File: config.mk
export PLATFORM = sky130hd
export DESIGN_NAME = cache_axi_bridge_flat
export DESIGN_NICKNAME = d
export VERILOG_FILES = /design/src/rtl/cache_axi_bridge_if.sv /design/src/rtl/cache_axi_bridge.sv /design/src/flat_wrapper.sv
export SDC_FILE = /design/constraint.sdc
export NUM_CORES = 1
export LEC_CHECK = 0
export ABC_AREA = 0
export CAP_MARGIN = 20
export CORE_AREA = 2 2 255 257
export DETAILED_ROUTE_END_ITERATION = 10
export DIE_AREA = 0 0 257 259
export SYNTH_ARGS = -nofsm -noshare
export SYNTH_HDL_FRONTEND = slang
export SYNTH_SLANG_ARGS = --single-unit
File: constraint.sdc
create_clock -name clk -period 3.7 [get_ports clk]
set_clock_uncertainty 0.2 [all_clocks]
set_input_delay 0.74 -clock clk [delete_from_list [all_inputs] [get_ports clk]]
set_output_delay 0.74 -clock clk [all_outputs]
set_load 0.1 [all_outputs]
File: src/rtl/cache_axi_bridge_if.sv
// cache_axi_bridge_if
// Single-requester cache_* bus between cache_axi_bridge and the AXI master.
//   master modport : bridge side, drives requests/write data, receives beats
//   slave modport  : AXI master side, returns read beats and write responses
// Signals:
//   cache_ce/ren/rready/raddr/cacher_burst_length : read request
//   cache_wen/wvalid/waddr/wdata/wlast/wsel/cachew_burst_length : write request
//   cache_brust_type/size : fixed INCR, 4-byte beats
//   rdata_i/rdata_valid_i : returned read beat
//   wdata_resp_i          : current write beat consumed
interface cache_axi_bridge_if;
   logic        cache_ce;
   logic        cache_ren;
   logic        cache_rready;
   logic [31:0] cache_raddr;
   logic [7:0]  cacher_burst_length;
   logic        cache_wen;
   logic        cache_wvalid;
   logic [31:0] cache_waddr;
   logic [31:0] cache_wdata;
   logic        cache_wlast;
   logic [3:0]  cache_wsel;
   logic [7:0]  cachew_burst_length;
   logic [1:0]  cache_brust_type;
   logic [2:0]  cache_brust_size;
   logic [31:0] rdata_i;
   logic        rdata_valid_i;
   logic        wdata_resp_i;

   modport master (
      output cache_ce, cache_ren, cache_rready, cache_raddr, cacher_burst_length,
      output cache_wen, cache_wvalid, cache_waddr, cache_wdata, cache_wlast,
      output cache_wsel, cachew_burst_length, cache_brust_type, cache_brust_size,
      input  rdata_i, rdata_valid_i, wdata_resp_i
   );

   modport slave (
      input  cache_ce, cache_ren, cache_rready, cache_raddr, cacher_burst_length,
      input  cache_wen, cache_wvalid, cache_waddr, cache_wdata, cache_wlast,
      input  cache_wsel, cachew_burst_length, cache_brust_type, cache_brust_size,
      output rdata_i, rdata_valid_i, wdata_resp_i
   );
endinterface

File: src/rtl/cache_axi_bridge.sv
// cache_axi_bridge
// Arbitrates icache refills, dcache refills and dcache writebacks/uncached
// stores onto the single-requester cache_* bus. Read beats are assembled into
// a line buffer; writeback lines are sliced into 32-bit beats.
// Ports:
//   clk, rst            : clock, synchronous active-high reset
//   i_rreq/i_raddr      : icache refill request (level) and line address
//   i_rline/i_rvalid    : assembled line and one-cycle completion pulse
//   d_rreq/d_raddr/d_runcached : dcache read request, address, single-word flag
//   d_rline/d_rvalid    : assembled line (uncached word in [31:0]) and pulse
//   d_wreq/d_waddr/d_wline/d_wuncached/d_wsel : dcache write request
//   d_wdone             : one-cycle pulse after the last write beat is consumed
//   bus                 : cache_* bus toward the AXI master (master modport)
// Macro CACHE_AXI_BRIDGE_DPRIO_EN: when defined, dcache always wins a read tie;
// otherwise ties are resolved round-robin.
//
// Read FSM
//   state  | meaning
//   R_IDLE | waiting for a grantable read request
//   R_BUSY | burst in flight, collecting beats into the line buffer
//   R_DONE | completion pulse to the owner is high this cycle
// Write FSM
//   state  | meaning
//   W_IDLE | waiting for d_wreq
//   W_BUSY | beats being handed out, one per wdata_resp_i
module cache_axi_bridge #(
   parameter int LINE_WORDS = 4
) (
   input  logic                    clk,
   input  logic                    rst,
   input  logic                    i_rreq,
   input  logic [31:0]             i_raddr,
   output logic [32*LINE_WORDS-1:0] i_rline,
   output logic                    i_rvalid,
   input  logic                    d_rreq,
   input  logic [31:0]             d_raddr,
   input  logic                    d_runcached,
   output logic [32*LINE_WORDS-1:0] d_rline,
   output logic                    d_rvalid,
   input  logic                    d_wreq,
   input  logic [31:0]             d_waddr,
   input  logic [32*LINE_WORDS-1:0] d_wline,
   input  logic                    d_wuncached,
   input  logic [3:0]              d_wsel,
   output logic                    d_wdone,
   cache_axi_bridge_if.master      bus
);
   localparam int CW = $clog2(LINE_WORDS) + 1;
   localparam int OFF = $clog2(4 * LINE_WORDS);
   localparam logic [7:0] LINE_LEN = 8'(LINE_WORDS - 1);

   typedef enum logic [1:0] {R_IDLE, R_BUSY, R_DONE} rstate_t;
   typedef enum logic {W_IDLE, W_BUSY} wstate_t;

   rstate_t                        r_rstate;
   logic [CW-1:0]                  r_rcnt;
   logic [LINE_WORDS-1:0][31:0]    r_rbuf;
   logic [31:0]                    r_raddr;
   logic [7:0]                     r_rlen;
   logic                           r_ren;
   logic                           r_rowner_d;
   logic                           r_irvalid;
   logic                           r_drvalid;

   wstate_t                        r_wstate;
   logic [CW-1:0]                  r_wcnt;
   logic [LINE_WORDS-1:0][31:0]    r_wbuf;
   logic [31:0]                    r_waddr;
   logic [7:0]                     r_wlen;
   logic [3:0]                     r_wsel;
   logic                           r_wen;
   logic                           r_wdone;

   logic                           w_pick_d;
   logic [31:0]                    w_gaddr;
   logic                           w_hazard;
   logic                           w_grant;
   logic                           w_wlast;

`ifdef CACHE_AXI_BRIDGE_DPRIO_EN
   always_comb w_pick_d = d_rreq;
`else
   // r_prio_d is set when the icache won the previous grant, so a tie goes to dcache.
   logic r_prio_d;
   always_comb w_pick_d = d_rreq & (~i_rreq | r_prio_d);

   always_ff @(posedge clk) begin
      if (rst)          r_prio_d <= 1'b0;
      else if (w_grant) r_prio_d <= ~w_pick_d;
   end
`endif

   always_comb begin
      w_gaddr  = w_pick_d ? d_raddr : i_raddr;
      // Reads to a line that is being written back must wait for the write to drain.
      w_hazard = (r_wstate == W_BUSY) && (w_gaddr[31:OFF] == r_waddr[31:OFF]);
      w_grant  = (r_rstate == R_IDLE) && (i_rreq | d_rreq) && !w_hazard;
      w_wlast  = (r_wstate == W_BUSY) && (8'(r_wcnt) == r_wlen);
   end

   always_ff @(posedge clk) begin
      if (rst) begin
         r_rstate   <= R_IDLE;
         r_rcnt     <= '0;
         r_rbuf     <= '0;
         r_raddr    <= '0;
         r_rlen     <= '0;
         r_ren      <= 1'b0;
         r_rowner_d <= 1'b0;
         r_irvalid  <= 1'b0;
         r_drvalid  <= 1'b0;
      end else begin
         r_irvalid <= 1'b0;
         r_drvalid <= 1'b0;
         case (r_rstate)
            R_IDLE: if (w_grant) begin
               r_rstate   <= R_BUSY;
               r_raddr    <= w_gaddr;
               r_rowner_d <= w_pick_d;
               r_rlen     <= (w_pick_d && d_runcached) ? 8'd0 : LINE_LEN;
               r_rcnt     <= '0;
               r_ren      <= 1'b1;
            end
            R_BUSY: if (bus.rdata_valid_i) begin
               r_rbuf[r_rcnt[CW-2:0]] <= bus.rdata_i;
               r_rcnt <= r_rcnt + CW'(1);
               if (8'(r_rcnt) == r_rlen) begin
                  r_rstate  <= R_DONE;
                  r_ren     <= 1'b0;
                  r_irvalid <= ~r_rowner_d;
                  r_drvalid <= r_rowner_d;
               end
            end
            default: r_rstate <= R_IDLE;
         endcase
      end
   end

   always_ff @(posedge clk) begin
      if (rst) begin
         r_wstate <= W_IDLE;
         r_wcnt   <= '0;
         r_wbuf   <= '0;
         r_waddr  <= '0;
         r_wlen   <= '0;
         r_wsel   <= '0;
         r_wen    <= 1'b0;
         r_wdone  <= 1'b0;
      end else begin
         r_wdone <= 1'b0;
         case (r_wstate)
            W_IDLE: if (d_wreq) begin
               r_wstate <= W_BUSY;
               r_waddr  <= d_waddr;
               r_wbuf   <= d_wline;
               r_wsel   <= d_wuncached ? d_wsel : 4'b1111;
               r_wlen   <= d_wuncached ? 8'd0 : LINE_LEN;
               r_wcnt   <= '0;
               r_wen    <= 1'b1;
            end
            default: if (bus.wdata_resp_i) begin
               r_wcnt <= r_wcnt + CW'(1);
               if (w_wlast) begin
                  r_wstate <= W_IDLE;
                  r_wen    <= 1'b0;
                  r_wdone  <= 1'b1;
               end
            end
         endcase
      end
   end

   assign i_rline  = r_rbuf;
   assign d_rline  = r_rbuf;
   assign i_rvalid = r_irvalid;
   assign d_rvalid = r_drvalid;
   assign d_wdone  = r_wdone;

   assign bus.cache_ce            = r_ren | r_wen;
   assign bus.cache_ren           = r_ren;
   assign bus.cache_rready        = r_ren;
   assign bus.cache_raddr         = r_raddr;
   assign bus.cacher_burst_length = r_rlen;
   assign bus.cache_wen           = r_wen;
   assign bus.cache_wvalid        = r_wen;
   assign bus.cache_waddr         = r_waddr;
   assign bus.cache_wdata         = r_wbuf[r_wcnt[CW-2:0]];
   assign bus.cache_wlast         = w_wlast;
   assign bus.cache_wsel          = r_wsel;
   assign bus.cachew_burst_length = r_wlen;
   assign bus.cache_brust_type    = 2'b01;
   assign bus.cache_brust_size    = 3'b010;
endmodule

File: src/flat_wrapper.sv
// flat-port wrapper written by rule: the top's interface ports become plain ports
module cache_axi_bridge_flat 
#(
   parameter int LINE_WORDS = 4
)
  (clk, rst, i_rreq, i_raddr, i_rline, i_rvalid, d_rreq, d_raddr, d_runcached, d_rline, d_rvalid, d_wreq, d_waddr, d_wline, d_wuncached, d_wsel, d_wdone, bus_cache_ce, bus_cache_ren, bus_cache_rready, bus_cache_raddr, bus_cacher_burst_length, bus_cache_wen, bus_cache_wvalid, bus_cache_waddr, bus_cache_wdata, bus_cache_wlast, bus_cache_wsel, bus_cachew_burst_length, bus_cache_brust_type, bus_cache_brust_size, bus_rdata_i, bus_rdata_valid_i, bus_wdata_resp_i);
  cache_axi_bridge_if bus_i ();
  input  logic clk;
  input  logic rst;
  input  logic i_rreq;
  input  logic [31:0] i_raddr;
  output logic [32*LINE_WORDS-1:0] i_rline;
  output logic i_rvalid;
  input  logic d_rreq;
  input  logic [31:0] d_raddr;
  input  logic d_runcached;
  output logic [32*LINE_WORDS-1:0] d_rline;
  output logic d_rvalid;
  input  logic d_wreq;
  input  logic [31:0] d_waddr;
  input  logic [32*LINE_WORDS-1:0] d_wline;
  input  logic d_wuncached;
  input  logic [3:0] d_wsel;
  output logic d_wdone;
  output wire logic [$bits(bus_i.cache_ce)-1:0] bus_cache_ce;
  output wire logic [$bits(bus_i.cache_ren)-1:0] bus_cache_ren;
  output wire logic [$bits(bus_i.cache_rready)-1:0] bus_cache_rready;
  output wire logic [$bits(bus_i.cache_raddr)-1:0] bus_cache_raddr;
  output wire logic [$bits(bus_i.cacher_burst_length)-1:0] bus_cacher_burst_length;
  output wire logic [$bits(bus_i.cache_wen)-1:0] bus_cache_wen;
  output wire logic [$bits(bus_i.cache_wvalid)-1:0] bus_cache_wvalid;
  output wire logic [$bits(bus_i.cache_waddr)-1:0] bus_cache_waddr;
  output wire logic [$bits(bus_i.cache_wdata)-1:0] bus_cache_wdata;
  output wire logic [$bits(bus_i.cache_wlast)-1:0] bus_cache_wlast;
  output wire logic [$bits(bus_i.cache_wsel)-1:0] bus_cache_wsel;
  output wire logic [$bits(bus_i.cachew_burst_length)-1:0] bus_cachew_burst_length;
  output wire logic [$bits(bus_i.cache_brust_type)-1:0] bus_cache_brust_type;
  output wire logic [$bits(bus_i.cache_brust_size)-1:0] bus_cache_brust_size;
  input wire logic [$bits(bus_i.rdata_i)-1:0] bus_rdata_i;
  input wire logic [$bits(bus_i.rdata_valid_i)-1:0] bus_rdata_valid_i;
  input wire logic [$bits(bus_i.wdata_resp_i)-1:0] bus_wdata_resp_i;
  assign bus_cache_ce = bus_i.cache_ce;
  assign bus_cache_ren = bus_i.cache_ren;
  assign bus_cache_rready = bus_i.cache_rready;
  assign bus_cache_raddr = bus_i.cache_raddr;
  assign bus_cacher_burst_length = bus_i.cacher_burst_length;
  assign bus_cache_wen = bus_i.cache_wen;
  assign bus_cache_wvalid = bus_i.cache_wvalid;
  assign bus_cache_waddr = bus_i.cache_waddr;
  assign bus_cache_wdata = bus_i.cache_wdata;
  assign bus_cache_wlast = bus_i.cache_wlast;
  assign bus_cache_wsel = bus_i.cache_wsel;
  assign bus_cachew_burst_length = bus_i.cachew_burst_length;
  assign bus_cache_brust_type = bus_i.cache_brust_type;
  assign bus_cache_brust_size = bus_i.cache_brust_size;
  assign bus_i.rdata_i = bus_rdata_i;
  assign bus_i.rdata_valid_i = bus_rdata_valid_i;
  assign bus_i.wdata_resp_i = bus_wdata_resp_i;
  cache_axi_bridge #(.LINE_WORDS(LINE_WORDS)) u_core (.clk(clk), .rst(rst), .i_rreq(i_rreq), .i_raddr(i_raddr), .i_rline(i_rline), .i_rvalid(i_rvalid), .d_rreq(d_rreq), .d_raddr(d_raddr), .d_runcached(d_runcached), .d_rline(d_rline), .d_rvalid(d_rvalid), .d_wreq(d_wreq), .d_waddr(d_waddr), .d_wline(d_wline), .d_wuncached(d_wuncached), .d_wsel(d_wsel), .d_wdone(d_wdone), .bus(bus_i));
endmodule
==> flow_summary.html <==
<table>
<tr><th>Metric</th><th>Value</th></tr>
<tr><th colspan="2">Logic synthesis</th></tr>
<tr><td>Simple-gate share of the synthesized area</td><td>around 20%</td></tr>
<tr><td>Total standard cell area after synthesis</td><td>15,100 um^2</td></tr>
<tr><td>Share of synthesized area occupied by flip-flops and latches</td><td>a little under half</td></tr>
<tr><td>Most common flop cell mapped by yosys</td><td>sky130_fd_sc_hd__dfxtp_1</td></tr>
<tr><td>Mean area per synthesized cell</td><td>8.06 um^2</td></tr>
<tr><td>Proportion of register bits with asynchronous set or reset after synthesis</td><td>0%</td></tr>
<tr><td>Seq cells post-synth</td><td>~340</td></tr>
<tr><td>Count of flip-flops with a built-in enable after synthesis</td><td>0</td></tr>
<tr><td>Yosys warnings</td><td>0</td></tr>
<tr><td>Post-synthesis adder-cell area fraction</td><td>0.414%</td></tr>
<tr><td>Combinational family with the most area after synthesis</td><td>simple AND/OR/NAND/NOR gates</td></tr>
<tr><td>Compound-cell area share of the yosys netlist</td><td>approximately 14%</td></tr>
<tr><td>Number of cells produced by synthesis</td><td>1,876</td></tr>
<tr><td>Synthesized-area fraction occupied by xor and xnor cells</td><td>1.10%</td></tr>
<tr><td>Multiplexer share of the synthesized area</td><td>7.24%</td></tr>
<tr><td>Cell variety after synth</td><td>64</td></tr>
<tr><th colspan="2">Power</th></tr>
<tr><td>Standby leakage power</td><td>approximately 8.6 nW</td></tr>
<tr><td>PnR Total Power</td><td>between 0.01 and 0.015 W</td></tr>
<tr><td>Worst IR Drop VDD</td><td>between 0.3 and 0.4 mV</td></tr>
<tr><td>Pwr per Cell Area</td><td>between 400 and 500 nW/um^2</td></tr>
<tr><th colspan="2">Placed design</th></tr>
<tr><td>Placed cells</td><td>3,164</td></tr>
<tr><td>Final HPWL DP</td><td>between 40,000 and 50,000 um</td></tr>
<tr><td>Port bufs</td><td>~640</td></tr>
<tr><td>Routability Congestion</td><td>0.887</td></tr>
<tr><th colspan="2">Drt</th></tr>
<tr><td>Number of routed nets with antenna violations</td><td>0</td></tr>
<tr><td>Vias</td><td>14,600</td></tr>
<tr><td>DRT Wirelength</td><td>between 60,000 and 70,000 um</td></tr>
<tr><td>DRC</td><td>0</td></tr>
<tr><td>Average via count per standard cell</td><td>4.51</td></tr>
<tr><td>Count of TritonRoute iterations in the first routing pass</td><td>5</td></tr>
<tr><td>Detailed-route wire length per cell</td><td>roughly 19 um</td></tr>
<tr><td>Number of DRC violations after detailed-routing iteration 0</td><td>roughly 900</td></tr>
<tr><th colspan="2">Die</th></tr>
<tr><td>Die area</td><td>66,600 um^2</td></tr>
<tr><td>Die Height</td><td>259 um</td></tr>
<tr><td>I/O pin count</td><td>around 660</td></tr>
<tr><td>Floorplan die width</td><td>257 um</td></tr>
<tr><td>Site row count</td><td>93</td></tr>
<tr><td>Core Area</td><td>approximately 64,000 um^2</td></tr>
<tr><td>Effective utilization at floorplan</td><td>roughly a quarter</td></tr>
<tr><th colspan="2">Hold path</th></tr>
<tr><td>Worst hold-check path type</td><td>reg -&gt; reg</td></tr>
<tr><td>Worst Hold Path Cells</td><td>2</td></tr>
<tr><th colspan="2">Finish</th></tr>
<tr><td>Layout cell share with drive strength beyond 1</td><td>between 10% and 20%</td></tr>
<tr><td>Reg area</td><td>6850 um^2</td></tr>
<tr><td>Post-route insts no fill</td><td>3,235</td></tr>
<tr><td>Fin util</td><td>34.9%</td></tr>
<tr><td>N_diodes</td><td>0</td></tr>
<tr><td>Number of filler cells placed in the layout</td><td>roughly 6,600</td></tr>
<tr><td>Synth-to-layout area growth</td><td>47.7%</td></tr>
<tr><td>Footprint of the multi-input gates</td><td>roughly 6600 um^2</td></tr>
<tr><td>Final Net Count</td><td>between 2,000 and 3,000</td></tr>
<tr><th colspan="2">Worst setup path</th></tr>
<tr><td>Type of the worst setup path</td><td>reg -&gt; out</td></tr>
<tr><td>Worst reg2reg endpoint</td><td>u_core.bus.cache_raddr[3]</td></tr>
<tr><td>Capture point of the critical path</td><td>bus_cache_wdata[9]</td></tr>
<tr><td>Endpoint class of the critical path</td><td>primary output</td></tr>
<tr><td>R2r setup slk</td><td>between 0.6 and 0.7 ns</td></tr>
<tr><td>Startpoint of the worst-slack reg-to-reg timing path</td><td>u_core.bus.cache_waddr[27]</td></tr>
<tr><td>Worst Reg2Reg Path Length in Cells</td><td>8</td></tr>
<tr><td>Launch point of the worst path</td><td>u_core.r_wcnt[0]</td></tr>
<tr><td>CP Data Arrival Time</td><td>around 2.5 ns</td></tr>
<tr><td>Worst endpoint required time</td><td>2.76 ns</td></tr>
<tr><td>Critical path fanouts, max</td><td>22</td></tr>
<tr><td>Critical Path Source Type</td><td>register</td></tr>
<tr><th colspan="2">Clock network</th></tr>
<tr><td># hold bufs at CTS</td><td>0</td></tr>
<tr><td>Maximum level of the CTS H-tree</td><td>2</td></tr>
<tr><td>Library cell used as clock root buffer</td><td>sky130_fd_sc_hd__clkbuf_16</td></tr>
<tr><td>Clock Pin Slew Worst Setup and Hold Paths</td><td>around 0.060 ns</td></tr>
<tr><td>Sink Count</td><td>approximately 340</td></tr>
<tr><td>Setup bufs post-CTS</td><td>0</td></tr>
<tr><td>Bufs on Longest Clock Path</td><td>3</td></tr>
<tr><td>TritonCTS clock tree</td><td>yes</td></tr>
<tr><td>Later-pin clock latency in the skew report</td><td>between 0.5 and 0.6 ns</td></tr>
<tr><td>Number of gates resized after CTS</td><td>0</td></tr>
<tr><td>Clock buffers created by TritonCTS</td><td>40</td></tr>
<tr><th colspan="2">Global routing</th></tr>
<tr><td>Wire length of the first global-routing pass</td><td>just over 90,000 um</td></tr>
<tr><td>Global Route Usage Sum</td><td>approximately 18%</td></tr>
<tr><td>Initial antenna violation count</td><td>4</td></tr>
<tr><td>Maximum number of pins on one net before global-route repair</td><td>about 130</td></tr>
<tr><td>Residual overflow from global routing</td><td>0</td></tr>
<tr><td>Vias in the first global route</td><td>around 14,000</td></tr>
<tr><th colspan="2">STA</th></tr>
<tr><td>Max-Slew Margin vs Limit</td><td>29.5%</td></tr>
<tr><td>WHS</td><td>between 0.2 and 0.3 ns</td></tr>
<tr><td>Total count of hold-check failures in the final report</td><td>0</td></tr>
<tr><td>Min cycle time layout</td><td>3.43 ns</td></tr>
<tr><td>Actual slew at the worst max-slew pin</td><td>~1.1 ns</td></tr>
<tr><td>Post-route clock period utilization</td><td>approximately 93%</td></tr>
<tr><td>TNS Setup</td><td>0 ns</td></tr>
<tr><td>Upper clock frequency limit</td><td>between 200 and 300 MHz</td></tr>
<tr><td>RSZ-0062 raised after global routing</td><td>false</td></tr>
<tr><td>Final number of max-transition violations</td><td>0</td></tr>
<tr><td>Final number of setup-violating endpoints</td><td>0</td></tr>
<tr><th colspan="2">Status</th></tr>
<tr><td>Result of the run</td><td>finished, final reports clean</td></tr>
<tr><th colspan="2">Flow run</th></tr>
<tr><td>Number of maximum-capacitance violations</td><td>0</td></tr>
</table>
==> cells by family (layout without fill, tap and decap cells) <==
kind of cell    after synthesis  in the layout
simple gates                749            749
compound gates              391            391
flops                       342            342
buf+inv                     302            791
mux                          66             66
xor+xnor                     19             19
fa+ha+maj                     5              5
other cells                   2             17
==> state kept, by name (all words and copies together) (netlist names), 2 cells and up <==
register and cells:
u_core.d_rline 128, u_core.r_wbuf 128, u_core.bus.cache_raddr 32, u_core.bus.cache_waddr 32, u_core.bus.cache_wsel 4, u_core.r_rcnt 3, u_core.r_wcnt 3, u_core.r_rstate 2
==> per-layer routing <==
layer	vias to the layer above	wire, um	GRT usage [%]	share of wire, %
li1	6993	-	-	-
met1	6964	24300	20.6	39
met2	563	31800	32.3	51
met3	75	4350	3.94	7.0
met4	6	1530	5.22	2.5
met5	-	46	0	0.074
==> final cells by class <==
cell class / instances / share of cell area [%]
Sequential cell: 342 / 30.7
Clock inverter: 16 / 0.869
Multi-Input combinational cell: 1247 / 29.6
Tap cell: 855 / 4.79
Timing Repair Buffer: 696 / 28.4
Clock buffer: 55 / 5.19
Inverter: 24 / 0.404
==> per-stage QoR <==
stage | setup WS, ns | instance area, um^2
after global placement | -0.114 | 21000
final | 0.272 | 22300
after global routing | 0.121 | 22300
after CTS | 0.176 | 22300
after floorplan | 0.0856 | 15200
after detailed placement | -0.150 | 21000
==> worst min-delay path by stage <==
stage,slack (ns),endpoint,startpoint
floorplan,0.22,u_core.i_rvalid,u_core.r_rowner_d
finish,0.25,u_core.r_wbuf[66],u_core.r_wbuf[66]
global placement,0.24,u_core.r_wbuf[39],u_core.r_wbuf[39]
detailed placement,0.25,u_core.r_wbuf[66],u_core.r_wbuf[66]
global route,0.27,u_core.r_wbuf[19],u_core.r_wbuf[19]
CTS,0.25,u_core.r_wbuf[66],u_core.r_wbuf[66]
==> cell usage in the layout (no fill, tap or decap), types with 17 or more instances in the layout <==
cell                              count
sky130_fd_sc_hd__a21oi_1            329
sky130_fd_sc_hd__buf_4              290
sky130_fd_sc_hd__clkbuf_16           41
sky130_fd_sc_hd__clkdlybuf4s50_1    395
sky130_fd_sc_hd__conb_1              17
sky130_fd_sc_hd__dfxtp_1            340
sky130_fd_sc_hd__inv_1               23
sky130_fd_sc_hd__mux2_1              17
sky130_fd_sc_hd__mux4_2              32
sky130_fd_sc_hd__nand2_1            639
sky130_fd_sc_hd__nor2_1              17
sky130_fd_sc_hd__nor2b_1             32
==> critical path: stages (launching register included) <==
cell                      delay [ns]
sky130_fd_sc_hd__dfxtp_2        0.83
sky130_fd_sc_hd__buf_12         0.27
sky130_fd_sc_hd__mux4_2         0.54
sky130_fd_sc_hd__buf_4          0.25
==> cells in the mapped netlist (all sizes together), types with 2 or more instances <==
library cell	instances	share of area, %
o211ai	5	0.25
or2	2	0.083
nor4b	2	0.12
ha	5	0.41
nand2	639	16
a2111o	2	0.15
o221ai	5	0.29
o21ai	11	0.44
inv	24	0.60
a222oi	2	0.13
a21oi	330	11
a221oi	3	0.17
mux2i	7	0.46
or3	2	0.083
nor2b	34	1.5
or4	3	0.17
and4	2	0.12
a21o	2	0.099
dfxtp	342	45
a211oi	9	0.45
xnor2	12	0.70
o211a	3	0.20
buf	172	8.2
nor4	3	0.17
and3	6	0.25
nor3	9	0.30
nor3b	4	0.20
o2111ai	2	0.12
nand2b	6	0.25
conb	2	0.050
clkbuf	106	2.6
o31ai	2	0.099
xor2	7	0.41
mux4	32	4.8
nor2	18	0.50
nand3	14	0.46
o22ai	2	0.083
mux2	27	2.0
and2	2	0.083
a2111oi	3	0.22
a31oi	3	0.12
==> power breakdown <==
part	internal (W)	switching [W]	total, W
sequential	0.00387	0.000164	0.00403
combinational	0.000768	0.00178	0.00255
clock	0.00247	0.00162	0.00409
No activity file was read; power rests on OpenSTA's default activity.
